<file path="src/rtl/encoder83_top_if.sv">
// Board-side bundle for the 8-to-3 priority encoder: request/enable in, index/valid/segments out.
interface encoder83_if;
    logic [7:0] x;
    logic       ena;
    logic [2:0] y;
    logic       idx;
    logic [6:0] h;

    modport master (
        output x,
        output ena,
        input  y,
        input  idx,
        input  h
    );

    modport slave (
        input  x,
        input  ena,
        output y,
        output idx,
        output h
    );
endinterface

</file>
<file path="src/rtl/encoder83_top.sv">
// Registered 8-to-3 priority encoder with valid flag and active-low 7-segment digit.
// Define ENCODER83_SEG_EN to build the segment decoder; otherwise h is tied blank (7'h7F).
module encoder83_top (
    input  logic        clk,
    input  logic        rst_n,
    encoder83_if.slave  bus
);

    localparam logic [6:0] SegBlank = 7'h7F;

    logic [2:0] y_d, y_q;
    logic       idx_d, idx_q;

    // Ascending scan so the last hit, the highest set bit, wins.
    always_comb begin
        y_d = 3'd0;
        if (bus.ena) begin
            for (int i = 0; i < 8; i++) begin
                if (bus.x[i]) begin
                    y_d = 3'(i);
                end
            end
        end
        idx_d = bus.ena && (bus.x != 8'd0);
    end

    always_ff @(posedge clk or negedge rst_n) begin
        if (!rst_n) begin
            y_q   <= 3'd0;
            idx_q <= 1'b0;
        end else begin
            y_q   <= y_d;
            idx_q <= idx_d;
        end
    end

    assign bus.y   = y_q;
    assign bus.idx = idx_q;

`ifdef ENCODER83_SEG_EN
    logic [6:0] h_d, h_q;

    always_comb begin
        h_d = SegBlank;
        if (idx_d) begin
            case (y_d)
                3'd0:    h_d = 7'h40;
                3'd1:    h_d = 7'h79;
                3'd2:    h_d = 7'h24;
                3'd3:    h_d = 7'h30;
                3'd4:    h_d = 7'h19;
                3'd5:    h_d = 7'h12;
                3'd6:    h_d = 7'h02;
                3'd7:    h_d = 7'h78;
                default: h_d = SegBlank;
            endcase
        end
    end

    always_ff @(posedge clk or negedge rst_n) begin
        if (!rst_n) begin
            h_q <= SegBlank;
        end else begin
            h_q <= h_d;
        end
    end

    assign bus.h = h_q;
`else
    assign bus.h = SegBlank;
`endif

endmodule

</file>
<file path="src/flat_wrapper.sv">
// flat-port wrapper written by rule: the top's interface ports become plain ports
module encoder83_top_flat 
  (clk, rst_n, bus_x, bus_ena, bus_y, bus_idx, bus_h);
  encoder83_if bus_i ();
  input  logic clk;
  input  logic rst_n;
  input wire logic [$bits(bus_i.x)-1:0] bus_x;
  input wire logic [$bits(bus_i.ena)-1:0] bus_ena;
  output wire logic [$bits(bus_i.y)-1:0] bus_y;
  output wire logic [$bits(bus_i.idx)-1:0] bus_idx;
  output wire logic [$bits(bus_i.h)-1:0] bus_h;
  assign bus_i.x = bus_x;
  assign bus_i.ena = bus_ena;
  assign bus_y = bus_i.y;
  assign bus_idx = bus_i.idx;
  assign bus_h = bus_i.h;
  encoder83_top u_core (.clk(clk), .rst_n(rst_n), .bus(bus_i));
endmodule
</file>
<file path="config.mk">
export PLATFORM = sky130hd
export DESIGN_NAME = encoder83_top_flat
export DESIGN_NICKNAME = d
export VERILOG_FILES = /design/src/rtl/encoder83_top_if.sv /design/src/rtl/encoder83_top.sv /design/src/flat_wrapper.sv
export SDC_FILE = /design/constraint.sdc
export NUM_CORES = 1
export LEC_CHECK = 0
export ABC_AREA = 0
export CORE_AREA = 2 2 39 41
export CTS_CLUSTER_DIAMETER = 100
export CTS_CLUSTER_SIZE = 25
export DETAILED_ROUTE_END_ITERATION = 10
export DIE_AREA = 0 0 41 43
export DONT_BUFFER_PORTS = 1
export GPL_TIMING_DRIVEN = 0
export SYNTH_ARGS = -nofsm -noshare
export SYNTH_HDL_FRONTEND = slang
export SYNTH_SLANG_ARGS = --single-unit
</file>
<file path="constraint.sdc">
create_clock -name clk -period 0.8 [get_ports clk]
set_input_delay 0.04 -clock clk [delete_from_list [all_inputs] [get_ports clk]]
set_output_delay 0.04 -clock clk [all_outputs]
set_load 0.05 [all_outputs]
</file>
==> results.yml <==
global_route:
  grt_use_total_pct: 7.293
  total_gr_overflow: 0
  grt_pass1_vias: 208
  global_route_wire_length_before_repair_um: 717
  antenna_found_initial: 0
  largest_net_degree_at_the_start_of_global_routing: 6
floorplan:
  io-pin-count: 22
  die_width_um: 41
  die-height_um: 43
  core_mm2: 0.001384
  initial_utilization_pct: 17.63
  die_area_mm2: 0.001763
  row_count: 14
job:
  maxCapViolCount: 0
clocking:
  num_cts_buffers: 3
  cts_hold_fix_bufs: 3
  path_clk_slew_ns: 0.04
  numClockSinks: 4
  clockRootBuffer: "clkbuf_4"
  max_clock_buf_depth: 2
  htree_num_levels: 1
  tritoncts: "done"
timing:
  tightestPinTransition_ns: 0.6489
  max_freq_mhz: 1299
  slew-limit-headroom_pct: 56.17
  report.final.slew_viol_count: 0
  unrepaired_setup_endpoints_after_global_routing: "false"
  timing.final.setup_violations: 0
  final_critical_path_setup_slack_ns: 0.03012
  min_clock_period_post_route_ns: 0.7699
  holdWs_ns: -0.02476
  final-hold-violation-count: 2
  layout_worst_path_cycle_share_pct: 96.23
  fin_tns_setup_ns: 0
final_layout:
  fin_cells: 53
  post-route-util_pct: 25.59
  final_design_area_no_fill_um2: 354.1
  filler_cell_count: 153
  post_route_cells_drive_above_1_share_pct: 45.95
  antenna_cell_count: 0
  flow.area_growth_from_synthesis_pct: 45.13
  finish.net_count: 50
routing:
  dr_total_vias: 190
  wirelength_um: 515
  drcViolationCount: 0
  routed_via_density: 3.585
  drt_first_pass_iters: 1
  route.detailed.wl_per_inst_um: 9.717
  drt_first_iter_violations: 0
  postRouteAntennaNets: 0
place:
  place_hpwl_um: 408.3
  portBuffers: 0
  numPlacedInstances: 46
  gp_routability_congestion: 0.5402
  dpl-instance-area_um2: 286.5
  dp_worst_setup_slack_ns: -0.06375
run_status:
  failed_checks: "negative hold slack"
  outcome: "finished, violations left"
pwr:
  combinationalPowerShare_pct: 22.6
  p_sw_share_pct: 33.66
  power.sequential.fraction_pct: 41.3
  clock_power_share_pct: 36.1
  leakage_nw: 0.1611
  intPower_mw: 0.4450
  power.net_switching_mw: 0.2258
  total_chip_power_mw: 0.6708
  power_density_mw_per_mm2: 1894
  power.ir.vdd_worst_v: 0.0003116
worst_setup_path:
  critPathLaunch: "u_core.bus.y[0]$_DFF_PN0_"
  setup.worst_path.end: "bus_y[0]"
  worstSetupPathDepth: 0
  cp_data_required_time_ns: 0.76
  crit_path_end_kind: "primary output"
  cp_max_fo: 1
  arrival_ns: 0.73
  path_class: "flop to primary output"
  startpoint_type: "flop"
synth:
  syn-mean-instance-area_um2: 10.17
  synth_top_area_share_pct: 41.03
  syn_inst: 24
  ys.flop_type: "dfrtp_1"
  ys_seq_elements: 4
  syn_area_um2: 244.0
  most_frequently_used_cell_type_in_the_post_synthesis_netlist: "buf_4"
  synth_area_leaders: "dfrtp_1 (41%), buf_4 (22%), nand2b_4 (5.6%)"
  synthDominantAreaCellType: "dfrtp_1"
  ranking_of_synthesized_cells_by_instance_count: "buf_4 (7), dfrtp_1 (4)"
  synth_enable_flop_cells: 0
  ys_types: 15
  yosysWarnings: 0
  seq_area_frac_synth_pct: 41.03
  synth-async-reset-ratio_pct: 100.0
worst_hold_path:
  hold_path.class: "input port to flop"
state kept, by name (all words and copies together) (netlist names):
| register | count |
|---|---|
| u_core.bus.idx | 1 |
| u_core.bus.y | 3 |
kinds of logic (layout without fill, tap and decap cells):
logic type      after synthesis  after routing  share of synthesized area [%]
compound gates                4              4                          14.36
buf+inv                       7             14                          21.54
simple gates                  8              8                          21.53
flops                         4              4                          41.03
other cells                   1              7                          1.537
worst min-delay path by stage:
stage / depth (start not counted) / slack [ns] / end / start
6_report: 1 / -0.02 / u_core.bus.y[1]$_DFF_PN0_ / bus_x[7]
5_1_grt: 1 / -0.03 / u_core.bus.y[1]$_DFF_PN0_ / bus_x[7]
4_1_cts: 1 / -0.04 / u_core.bus.y[1]$_DFF_PN0_ / bus_x[7]
3_5_place_dp: 0 / -0.26 / u_core.bus.idx$_DFF_PN0_ / rst_n
3_3_place_gp: 0 / -0.26 / u_core.bus.y[2]$_DFF_PN0_ / rst_n
2_1_floorplan: 0 / -0.26 / u_core.bus.idx$_DFF_PN0_ / rst_n
power groups by stage:
| stage | Clock (mW) | Sequential [mW] | Combinational [mW] |
|---|---|---|---|
| CTS | 0.260 | 0.277 | 0.147 |
| global placement | 0 | 0.276 | 0.132 |
| detailed placement | 0 | 0.277 | 0.132 |
| global route | 0.264 | 0.280 | 0.161 |
| finish | 0.242 | 0.277 | 0.152 |
| floorplan | 0 | 0.276 | 0.125 |
cell type report:
type                            instances  area (um2)  share of cell area (%)
Multi-Input combinational cell         19       113.9                   32.16
Clock buffer                            3       22.52                   6.360
Sequential cell                         4       105.1                   29.68
Tap cell                               16       20.02                   5.654
Timing Repair Buffer                    4       40.04                   11.31
Buffer                                  7       52.55                   14.84
cell usage in the layout, fill, tap and decap left out:
cell type / n
nor2_1: 1
nor3_1: 1
conb_1: 7
nor3b_1: 1
o21ai_0: 1
o41ai_1: 1
o41a_1: 1
buf_4: 8
nand3_1: 1
nand2_1: 1
dlygate4sd3_1: 2
dlymetal6s4s_1: 1
nand3b_1: 1
nand2b_4: 1
nor2b_1: 1
o31a_2: 1
clkbuf_4: 3
dfrtp_2: 4
per-layer routing:
| metal | global-route usage (%) | vias to the layer above | wire length (um) |
|---|---|---|---|
| met1 | 8.544 | 76 | 203 |
| li1 | - | 96 | - |
| met4 | 12.00 | 0 | 0 |
| met2 | 7.813 | 18 | 246 |
| met3 | 1.571 | 0 | 64 |
| met5 | 0 | - | 0 |
repair_timing:
item                                   4_1_cts  5_1_grt
setup endpoints to repair                    4        1
setup buffers                                0        1
gates resized for setup                      4        1
endpoints found under the hold margin        7        1
(Power assumes the default switching activity.)
